<file path="src/rtl/sync_fifo_thresh.sv">
// sync_fifo_thresh: single-clock FIFO with occupancy count, almost-full/empty thresholds, flush and sticky error flags
module sync_fifo_thresh #(
  parameter int p_ADDRESS_WIDTH = 2,
  parameter int p_DATA_WIDTH    = 8,
  parameter int p_ALMOST_FULL   = 3,
  parameter int p_ALMOST_EMPTY  = 1
) (
  input  logic                     i_CLK,
  input  logic                     i_RESET_N,
  input  logic                     i_FLUSH,
  input  logic                     i_WRITE_REQUEST,
  input  logic                     i_READ_REQUEST,
  input  logic [p_DATA_WIDTH-1:0]  i_INPUT,
  output logic [p_DATA_WIDTH-1:0]  o_OUTPUT,
  output logic                     o_VALID,
  output logic                     o_FIFO_EMPTY,
  output logic                     o_FIFO_FULL,
  output logic                     o_ALMOST_EMPTY,
  output logic                     o_ALMOST_FULL,
  output logic [p_ADDRESS_WIDTH:0] o_COUNT,
  output logic                     o_OVERFLOW,
  output logic                     o_UNDERFLOW
);
  localparam int D  = 1 << p_ADDRESS_WIDTH;
  localparam int CW = p_ADDRESS_WIDTH + 1;
  logic [p_DATA_WIDTH-1:0]    mem [D];
  logic [p_ADDRESS_WIDTH-1:0] wr_ptr, rd_ptr;
  logic                       wr_ok, rd_ok;
  logic [CW-1:0]              cnt_n;
  always_comb begin
    wr_ok = i_WRITE_REQUEST & (~o_FIFO_FULL | i_READ_REQUEST);
    rd_ok = i_READ_REQUEST & ~o_FIFO_EMPTY;
    cnt_n = i_FLUSH ? '0 : o_COUNT + CW'(wr_ok) - CW'(rd_ok);
  end
  always_ff @(posedge i_CLK)
    if (wr_ok && !i_FLUSH) mem[wr_ptr] <= i_INPUT;
  always_ff @(posedge i_CLK or negedge i_RESET_N) begin
    if (!i_RESET_N) begin
      wr_ptr         <= '0;
      rd_ptr         <= '0;
      o_COUNT        <= '0;
      o_OUTPUT       <= '0;
      o_VALID        <= 1'b0;
      o_FIFO_EMPTY   <= 1'b1;
      o_FIFO_FULL    <= 1'b0;
      o_ALMOST_EMPTY <= 1'b1;
      o_ALMOST_FULL  <= (p_ALMOST_FULL == 0);
      o_OVERFLOW     <= 1'b0;
      o_UNDERFLOW    <= 1'b0;
    end else begin
      wr_ptr         <= i_FLUSH ? '0 : wr_ptr + p_ADDRESS_WIDTH'(wr_ok);
      rd_ptr         <= i_FLUSH ? '0 : rd_ptr + p_ADDRESS_WIDTH'(rd_ok);
      o_COUNT        <= cnt_n;
      o_OUTPUT       <= (rd_ok && !i_FLUSH) ? mem[rd_ptr] : o_OUTPUT;
      o_VALID        <= rd_ok & ~i_FLUSH;
      o_FIFO_EMPTY   <= cnt_n == '0;
      o_FIFO_FULL    <= cnt_n == CW'(D);
      o_ALMOST_EMPTY <= cnt_n <= CW'(p_ALMOST_EMPTY);
      o_ALMOST_FULL  <= cnt_n >= CW'(p_ALMOST_FULL);
      o_OVERFLOW     <= ~i_FLUSH & (o_OVERFLOW | (i_WRITE_REQUEST & ~wr_ok));
      o_UNDERFLOW    <= ~i_FLUSH & (o_UNDERFLOW | (i_READ_REQUEST & ~rd_ok));
    end
  end
endmodule
</file>
<file path="config.mk">
export PLATFORM = sky130hd
export DESIGN_NAME = sync_fifo_thresh
export DESIGN_NICKNAME = d
export VERILOG_FILES = /design/src/rtl/sync_fifo_thresh.sv
export SDC_FILE = /design/constraint.sdc
export NUM_CORES = 1
export LEC_CHECK = 0
export CORE_MARGIN = 10
export CORE_UTILIZATION = 52
export DETAILED_ROUTE_END_ITERATION = 10
export HOLD_SLACK_MARGIN = 0.1
export PLACE_DENSITY_LB_ADDON = 0.08
export SKIP_CTS_REPAIR_TIMING = 1
export SLEW_MARGIN = 0
export SYNTH_ARGS = -nofsm -noshare
export SYNTH_HDL_FRONTEND = slang
export SYNTH_SLANG_ARGS = --single-unit
</file>
<file path="constraint.sdc">
create_clock -name i_CLK -period 3 [get_ports i_CLK]
set_input_delay 0.6 -clock i_CLK [delete_from_list [all_inputs] [get_ports i_CLK]]
set_output_delay 0.6 -clock i_CLK [all_outputs]
set_load 0.1 [all_outputs]
</file>
==> results.sh, run 1 <==
export IMPL_status="complete, no violations"
export IMPL_drive_gt1_share_pct=33.3
export IMPL_setup_viol=0
export IMPL_synth_most_common_cell="edfxtp_1"
export IMPL_wirelength_um=3680
export IMPL_insertion_delay_ns=0.30
export IMPL_grt_usage_pct=11.0
export IMPL_grt_pass1_vias=1114
export IMPL_use_met1_pct=14.0
export IMPL_grt_max_degree=23
export IMPL_drt_pass1_iterations=4
export IMPL_vias_per_cell=5.42
export IMPL_initial_utilization_pct=55.0
export IMPL_antennaDiodeCount=0
export IMPL_drv_slew=0
export IMPL_syn_num_nets=130
export IMPL_yosys_warnings=0
export IMPL_synth_area_per_cell_um2=18.5
export IMPL_cts_root_buf="clkbuf_8"
export IMPL_io_buffers=30
export IMPL_relSlewSlack_pct=59.8
export IMPL_period_minus_slack_ns=2.44
export IMPL_fmax_mhz=409
export IMPL_synth_area_leader_cell="edfxtp_1"
export IMPL_arrival_ns=2.69
export IMPL_async_reset_ff_share_pct=40.7
export IMPL_grt_pass1_wl_um=5940
export IMPL_busiest_layer="met2"
export IMPL_clk_pin_slew_worst_paths_ns=0.09
export IMPL_rsz0062_at_grt="false"
export IMPL_die_x_um=83.1
export IMPL_crit_path_end_kind="flip-flop"
export IMPL_nets=170
export IMPL_drtAntennaViolNets=0
export IMPL_tightest_slew_ns=0.603
export IMPL_crit_fanout=4
export IMPL_place_hpwl_um=2470
export IMPL_cts_buffer_depth=2
export IMPL_regToRegStartpoint="o_FIFO_EMPTY"
export IMPL_final_setup_tns_ns=0
export IMPL_h_tree_depth=2
export IMPL_wire_per_inst_um=18.3
export IMPL_ys_seq_area_share_pct=73.0
export IMPL_met3_usage_pct=4.39
export IMPL_met2_usage_pct=16.6
export IMPL_startpoint="i_READ_REQUEST"
export IMPL_required_ns=3.25
export IMPL_hold_class="reg -> reg"
export IMPL_min_period_over_period_pct=81.5
export IMPL_yosys_top_cells_area="edfxtp_1, dfrtp_1, mux4_2"
export IMPL_fin_skew_ns=0.00246
export IMPL_antenna_found_initial=0
export IMPL_syn_inst=112
export IMPL_area_growth_synth_to_final_pct=21.8
export IMPL_dieArea_um2=6910
export IMPL_core_region_area_um2=3770
export IMPL_cts_sinks=54
export IMPL_synth_distinct_cells=25
export IMPL_synth_flop_cell="edfxtp_1"
export IMPL_synth_edff_count=32
export IMPL_start_kind="primary input"
export IMPL_cts_made_buffers=5
export IMPL_synth_seq_cells=54
export IMPL_synth_top_cell_area_share_pct=46.3
export IMPL_syn_area_um2=2070
export IMPL_drc=0
export IMPL_die_h_um=83.1
export IMPL_max_cap_violations=0
export IMPL_place_congestion=0.765
export IMPL_rows=22
export IMPL_detail_route_iter0_violations=74
export IMPL_holdCritStartpoint="o_OVERFLOW"
export IMPL_cts_tree="built"
export IMPL_ys_top_cells_by_count="edfxtp_1, dfrtp_1, nor2_1"
export IMPL_io_pins=31
export IMPL_vias=1089
export IMPL_grt_ovfl_total=0
export IMPL_crit_type="in -> reg"
export IMPL_hold_viol=0
==> routing by layer <==
layer | up-vias | wire length, um
met5 | - | 0
met4 | 0 | 37
met3 | 5 | 163
met2 | 26 | 1860
met1 | 564 | 1620
li1 | 494 | -
==> flip-flops by register name (all words and copies together) (netlist names) <==
| register | cells |
|---|---|
| o_ALMOST_FULL | 1 |
| wr_ptr | 2 |
| o_UNDERFLOW | 1 |
| o_FIFO_FULL | 1 |
| o_VALID | 1 |
| o_FIFO_EMPTY | 1 |
| o_OUTPUT | 8 |
| o_OVERFLOW | 1 |
| rd_ptr | 2 |
| o_ALMOST_EMPTY | 1 |
| o_COUNT | 3 |
| mem | 32 |
==> cells in the final DEF (no fill, tap or decap), types with 2 or more instances in the layout <==
cell / count
nor2b_1: 2
xnor2_1: 2
dfrtp_1: 20
clkbuf_8: 5
a21oi_1: 2
clkinv_2: 2
edfxtp_1: 32
nor4b_1: 2
buf_4: 25
ha_1: 4
mux4_2: 8
dfstp_2: 2
nor2_1: 9
clkdlybuf4s50_1: 12
inv_1: 7
mux2_2: 8
==> path summary, 6_finish.rpt <==
kind / endpoint / slack [ns] / depth (start not counted)
worst max register to register: o_ALMOST_FULL / 0.75 / 9
min in group asynchronous: o_VALID / 0.66 / 2
max in group asynchronous: o_FIFO_EMPTY / 2.06 / 2
worst min register to register: o_OVERFLOW / 0.51 / 2
worst min-delay path: o_OVERFLOW / 0.51 / 2
worst max-delay path: o_ALMOST_FULL / 0.56 / 10
==> per-stage QoR <==
stage	utilization [%]	setup WS, ns	area (um2)	instances	hold WS (ns)
global placement	64.1	0.302	2420	193	0.480
finish	67.0	0.556	2520	201	0.508
CTS	67.0	0.557	2520	201	0.516
detailed placement	64.1	0.225	2420	193	0.495
global route	67.0	0.439	2520	201	0.534
floorplan	-	0.276	2070	112	0.304
==> kinds of logic after synthesis <==
group           Yosys count  synth area share, %
flops                    54                 73.0
xor+xnor                  3                 1.93
fa+ha+maj                 5                 3.38
buf+inv                  11                 2.47
mux                      16                 13.0
simple gates             18                 4.77
compound gates            5                 1.39
==> critical path, cell delays in order <==
cell and delay (ns):
clkdlybuf4s50_1 0.45, and2b_1 0.21, ha_1 0.29, inv_1 0.06
ha_1 0.13, inv_1 0.05, fa_1 0.36, xnor3_1 0.20
nor2_1 0.22, a21o_1 0.11
==> area by class of cell <==
class,instances,area [um2]
clock buffers,5,68.8
clock inverters,3,40.0
flip-flops and latches,54,1510
inverters,7,26.3
fillers,263,1250
multi-input cells,47,508
well taps,48,60.1
repair buffers,37,308
Power of run 1 is left out: the tool's default activity adds up to more than one toggle a clock period on the data nets, which glitch-free logic cannot reach.
==> inputs of run 2 (changes only) <==
clock period = 2.3 ns   (was 3 ns; I/O delays follow)
==> results.sh, run 2 (same netlist as run 1, synthesis figures left out) <==
export IMPL_routed_top_layer="met4"
export IMPL_wirelength_um=3680
export IMPL_mostFrequentLayoutCell="edfxtp_1"
export IMPL_met2WireLength_um=1860
export IMPL_cts_buffer_depth=2
export IMPL_path_buf_inv=3
export IMPL_tightest_slew_ns=0.600
export IMPL_antenna_found_initial=0
export IMPL_cts_root_buf="clkbuf_8"
export IMPL_vias_per_cell=5.40
export IMPL_io_buffers=30
export IMPL_die_h_um=83.1
export IMPL_n_fill_cell=253
export IMPL_rows=22
export IMPL_drtAntennaViolNets=0
export IMPL_place_hpwl_um=2620
export IMPL_regToRegEndpoint="o_ALMOST_FULL"
export IMPL_status="complete, no violations"
export IMPL_drive_gt1_share_pct=39.2
export IMPL_top_register="mem"
export IMPL_arrival_ns=2.42
export IMPL_fmax_mhz=449
export IMPL_clk_pin_slew_worst_paths_ns=0.09
export IMPL_io_pins=31
export IMPL_fin_skew_ns=0.00658
export IMPL_core_region_area_um2=3770
export IMPL_slowest_delay_ns=0.46
export IMPL_r2r_slack_ns=0.09
export IMPL_wire_per_inst_um=17.9
export IMPL_cp_cell_sequence="clkdlybuf4s50_1 -> and2b_1 -> ha_1 -> inv_1 -> ha_1 -> inv_1 -> fa_2 -> xnor3_2 -> nor2_4 -> a21o_1"
export IMPL_drt_pass1_iterations=4
export IMPL_relSlewSlack_pct=60.0
export IMPL_insertion_delay_ns=0.31
export IMPL_cts_made_buffers=5
export IMPL_initial_utilization_pct=55.0
export IMPL_dr_wl_met3_um=181
export IMPL_drc=0
export IMPL_hold_class="in -> async"
export IMPL_nets=175
export IMPL_largest_reg_flops=32
export IMPL_place_area_um2=2470
export IMPL_cp_slowest_cell="clkdlybuf4s50_1"
export IMPL_h_tree_depth=2
export IMPL_grt_max_degree=23
export IMPL_postLayoutCellArea_um2=2580
export IMPL_die_x_um=83.1
export IMPL_reg_top3="mem: 32 flops, o_OUTPUT: 8 flops, o_COUNT: 3 flops"
export IMPL_crit_path_end_kind="flip-flop"
export IMPL_worst_slack_ns=0.0750
export IMPL_area_growth_synth_to_final_pct=24.3
export IMPL_reg2reg_depth=9
export IMPL_grt_usage_pct=11.3
export IMPL_drv_slew=0
export IMPL_startpoint="i_READ_REQUEST"
export IMPL_max_cap_violations=0
export IMPL_grt_pass1_vias=1204
export IMPL_dieArea_um2=6910
export IMPL_start_kind="primary input"
export IMPL_detail_route_iter0_violations=74
export IMPL_place_congestion=0.722
export IMPL_wl_met1_um=1570
export IMPL_crit_family="adder cells"
export IMPL_pre_cts_ws_ns=-0.228
export IMPL_dp_cells=198
export IMPL_regToRegStartpoint="o_FIFO_EMPTY"
export IMPL_crit_fanout=4
export IMPL_min_period_over_period_pct=96.7
export IMPL_period_minus_slack_ns=2.23
export IMPL_grt_pass1_wl_um=6170
export IMPL_grt_ovfl_total=0
export IMPL_finalNonFillerCells=206
export IMPL_final_cell_mix="edfxtp_1, buf_4, dfrtp_1"
export IMPL_required_ns=2.50
export IMPL_vias=1113
export IMPL_setup_viol=0
export IMPL_antennaDiodeCount=0
export IMPL_whs_ns=0.497
export IMPL_cts_sinks=54
export IMPL_cts_tree="built"
export IMPL_hold_viol=0
export IMPL_crit_type="in -> reg"
## run 2: changes by cell type in the layout (fill, tap and decap cells not counted), sizes merged
cell,before,now
clkinv,2,1
buf,25,30
bufinv,1,0
clkbuf,5,6
clkinvlp,0,1
## run 2: worst max path at each step
stage,to,depth (start not counted)
finish,o_ALMOST_FULL,10
global route,o_ALMOST_FULL,10
CTS,o_ALMOST_FULL,9
detailed placement,o_ALMOST_FULL,10
global placement,o_ALMOST_FULL,10
floorplan,o_ALMOST_FULL,9
## run 2: layout make-up
| cell class | instances | area (um2) | area share, % |
|---|---|---|---|
| sequential | 54 | 1520 | 59.1 |
| inverter | 7 | 26.3 | 1.02 |
| clock inverter | 2 | 12.5 | 0.486 |
| timing repair buffer | 42 | 345 | 13.4 |
| clock buffer | 6 | 82.6 | 3.21 |
| multi-input combinational | 47 | 528 | 20.5 |
| tap | 48 | 60.1 | 2.33 |
## run 2: through the flow
step	TNS [ns]	util (%)
after global placement	-0.655	65.4
after global routing	-0.000461	68.3
final	0	68.3
after CTS	0	67.9
after detailed placement	-1.01	65.4
after floorplan	-0.0865	-
## run 2: worst register-to-register path, stage by stage (launching register included)
cell and delay (ns):
dfstp_4 0.63, and2b_1 0.19, ha_1 0.26, inv_1 0.05, ha_1 0.13, inv_1 0.05
fa_2 0.32, xnor3_2 0.28, nor2_4 0.05, a21o_1 0.15
## run 2: per-layer routing
layer,vias to the layer above,GRT usage (%)
met5,-,0
met4,0,6.00
met3,6,3.42
met2,29,17.8
met1,576,13.7
li1,502,-
Power of run 2 is left out for the same reason.
==> inputs of run 3 (changes only) <==
MAX_ROUTING_LAYER = met4   (was unset)
SLEW_MARGIN = 10   (was 0)
==> results.sh, run 3 (same netlist as run 1, synthesis figures left out) <==
export IMPL_clk_pin_slew_worst_paths_ns=0.09
export IMPL_detail_route_iter0_violations=76
export IMPL_top_register="mem"
export IMPL_grt_pass1_vias=1205
export IMPL_max_cap_violations=0
export IMPL_seq_area_um2=1520
export IMPL_wire_per_inst_um=17.9
export IMPL_drtAntennaViolNets=0
export IMPL_period_minus_slack_ns=2.23
export IMPL_hold_viol=0
export IMPL_grt_usage_pct=11.6
export IMPL_io_buffers=30
export IMPL_vias=1113
export IMPL_area_growth_synth_to_final_pct=24.3
export IMPL_cts_buffer_depth=2
export IMPL_utilization_pct=68.3
export IMPL_multiInputGateArea_um2=528
export IMPL_cts_tree="built"
export IMPL_drv_slew=0
export IMPL_die_h_um=83.1
export IMPL_drive_gt1_share_pct=39.2
export IMPL_drc=0
export IMPL_grt_max_degree=23
export IMPL_setup_viol=0
export IMPL_cp_cell_sequence="clkdlybuf4s50_1 -> and2b_1 -> ha_1 -> inv_1 -> ha_1 -> inv_1 -> fa_2 -> xnor3_2 -> nor2_4 -> a21o_1"
export IMPL_slowest_delay_ns=0.46
export IMPL_antenna_found_initial=0
export IMPL_status="complete, no violations"
export IMPL_die_x_um=83.1
export IMPL_cts_made_buffers=5
export IMPL_dieArea_um2=6910
export IMPL_grt_pass1_wl_um=6170
export IMPL_cts_root_buf="clkbuf_8"
export IMPL_fmax_mhz=449
export IMPL_hold_class="in -> async"
export IMPL_tightest_slew_ns=0.602
export IMPL_grt_ovfl_total=0
export IMPL_core_region_area_um2=3770
export IMPL_arrival_ns=2.42
export IMPL_n_fill_cell=253
export IMPL_mostFrequentLayoutCell="edfxtp_1"
export IMPL_cts_sinks=54
export IMPL_antennaDiodeCount=0
export IMPL_cp_slowest_cell="clkdlybuf4s50_1"
export IMPL_rows=22
export IMPL_path_buf_inv=3
export IMPL_h_tree_depth=2
export IMPL_vias_per_cell=5.40
export IMPL_required_ns=2.50
export IMPL_wirelength_um=3690
export IMPL_reg_top3="mem: 32 flops, o_OUTPUT: 8 flops, o_COUNT: 3 flops"
export IMPL_insertion_delay_ns=0.30
export IMPL_drt_pass1_iterations=4
export IMPL_min_period_over_period_pct=96.8
export IMPL_io_pins=31
export IMPL_final_setup_tns_ns=0
export IMPL_crit_family="adder cells"
export IMPL_fin_skew_ns=0.00710
export IMPL_relSlewSlack_pct=59.9
export IMPL_crit_type="in -> reg"
export IMPL_largest_reg_flops=32
export IMPL_nets=175
export IMPL_final_cell_mix="edfxtp_1, buf_4, dfrtp_1"
export IMPL_crit_path_end_kind="flip-flop"
export IMPL_start_kind="primary input"
export IMPL_initial_utilization_pct=55.0
export IMPL_place_congestion=0.731
export IMPL_place_hpwl_um=2620
export IMPL_crit_fanout=4
-- run 3: cell counts in the layout (fill, tap and decap cells not counted) --
No cell type changed its count.
-- run 3: worst reg2reg max path, cell delays in order, from the launching register on --
cell and delay [ns]:
dfstp_4 0.63, and2b_1 0.19, ha_1 0.26, inv_1 0.05
ha_1 0.13, inv_1 0.05, fa_2 0.32, xnor3_2 0.28
nor2_4 0.05, a21o_1 0.15
-- run 3: final timing paths --
check | cells after the start | start | endpoint | slack [ns]
hold / removal | 2 | i_RESET_N | o_OUTPUT[0] | 0.50
hold reg to reg | 1 | o_OUTPUT[7] | o_OUTPUT[7] | 0.51
max in group asynchronous | 2 | i_RESET_N | o_ALMOST_EMPTY | 1.52
setup / recovery | 10 | i_READ_REQUEST | o_ALMOST_FULL | 0.07
setup reg to reg | 9 | o_FIFO_EMPTY | o_ALMOST_FULL | 0.09
min in group i_CLK | 1 | o_OUTPUT[7] | o_OUTPUT[7] | 0.51
-- run 3: stage by stage --
stage               setup slack [ns]  instance area, um2  cells  hold slack (ns)
detailed placement            -0.228                2470    198            0.494
CTS                           0.0782                2560    206            0.501
global placement              -0.171                2470    198            0.484
finish                        0.0744                2580    206            0.497
floorplan                    -0.0654                2090    112            0.164
global route               -0.000458                2580    206            0.524
-- run 3: per-layer routing --
metal	up-vias	wire (um)	track usage, %
met1	578	1610	13.7
met3	8	148	3.32
met4	0	81	6.00
met5	-	0	-
met2	25	1850	17.8
li1	502	-	-
-- run 3: layout make-up --
| cell class | instances | area share (%) |
|---|---|---|
| clock buffer | 6 | 3.21 |
| inverter | 7 | 1.02 |
| clock inverter | 2 | 0.486 |
| multi-input combinational | 47 | 20.5 |
| timing repair buffer | 42 | 13.4 |
| tap | 48 | 2.33 |
| sequential | 54 | 59.1 |
Power of run 3 is left out for the same reason.
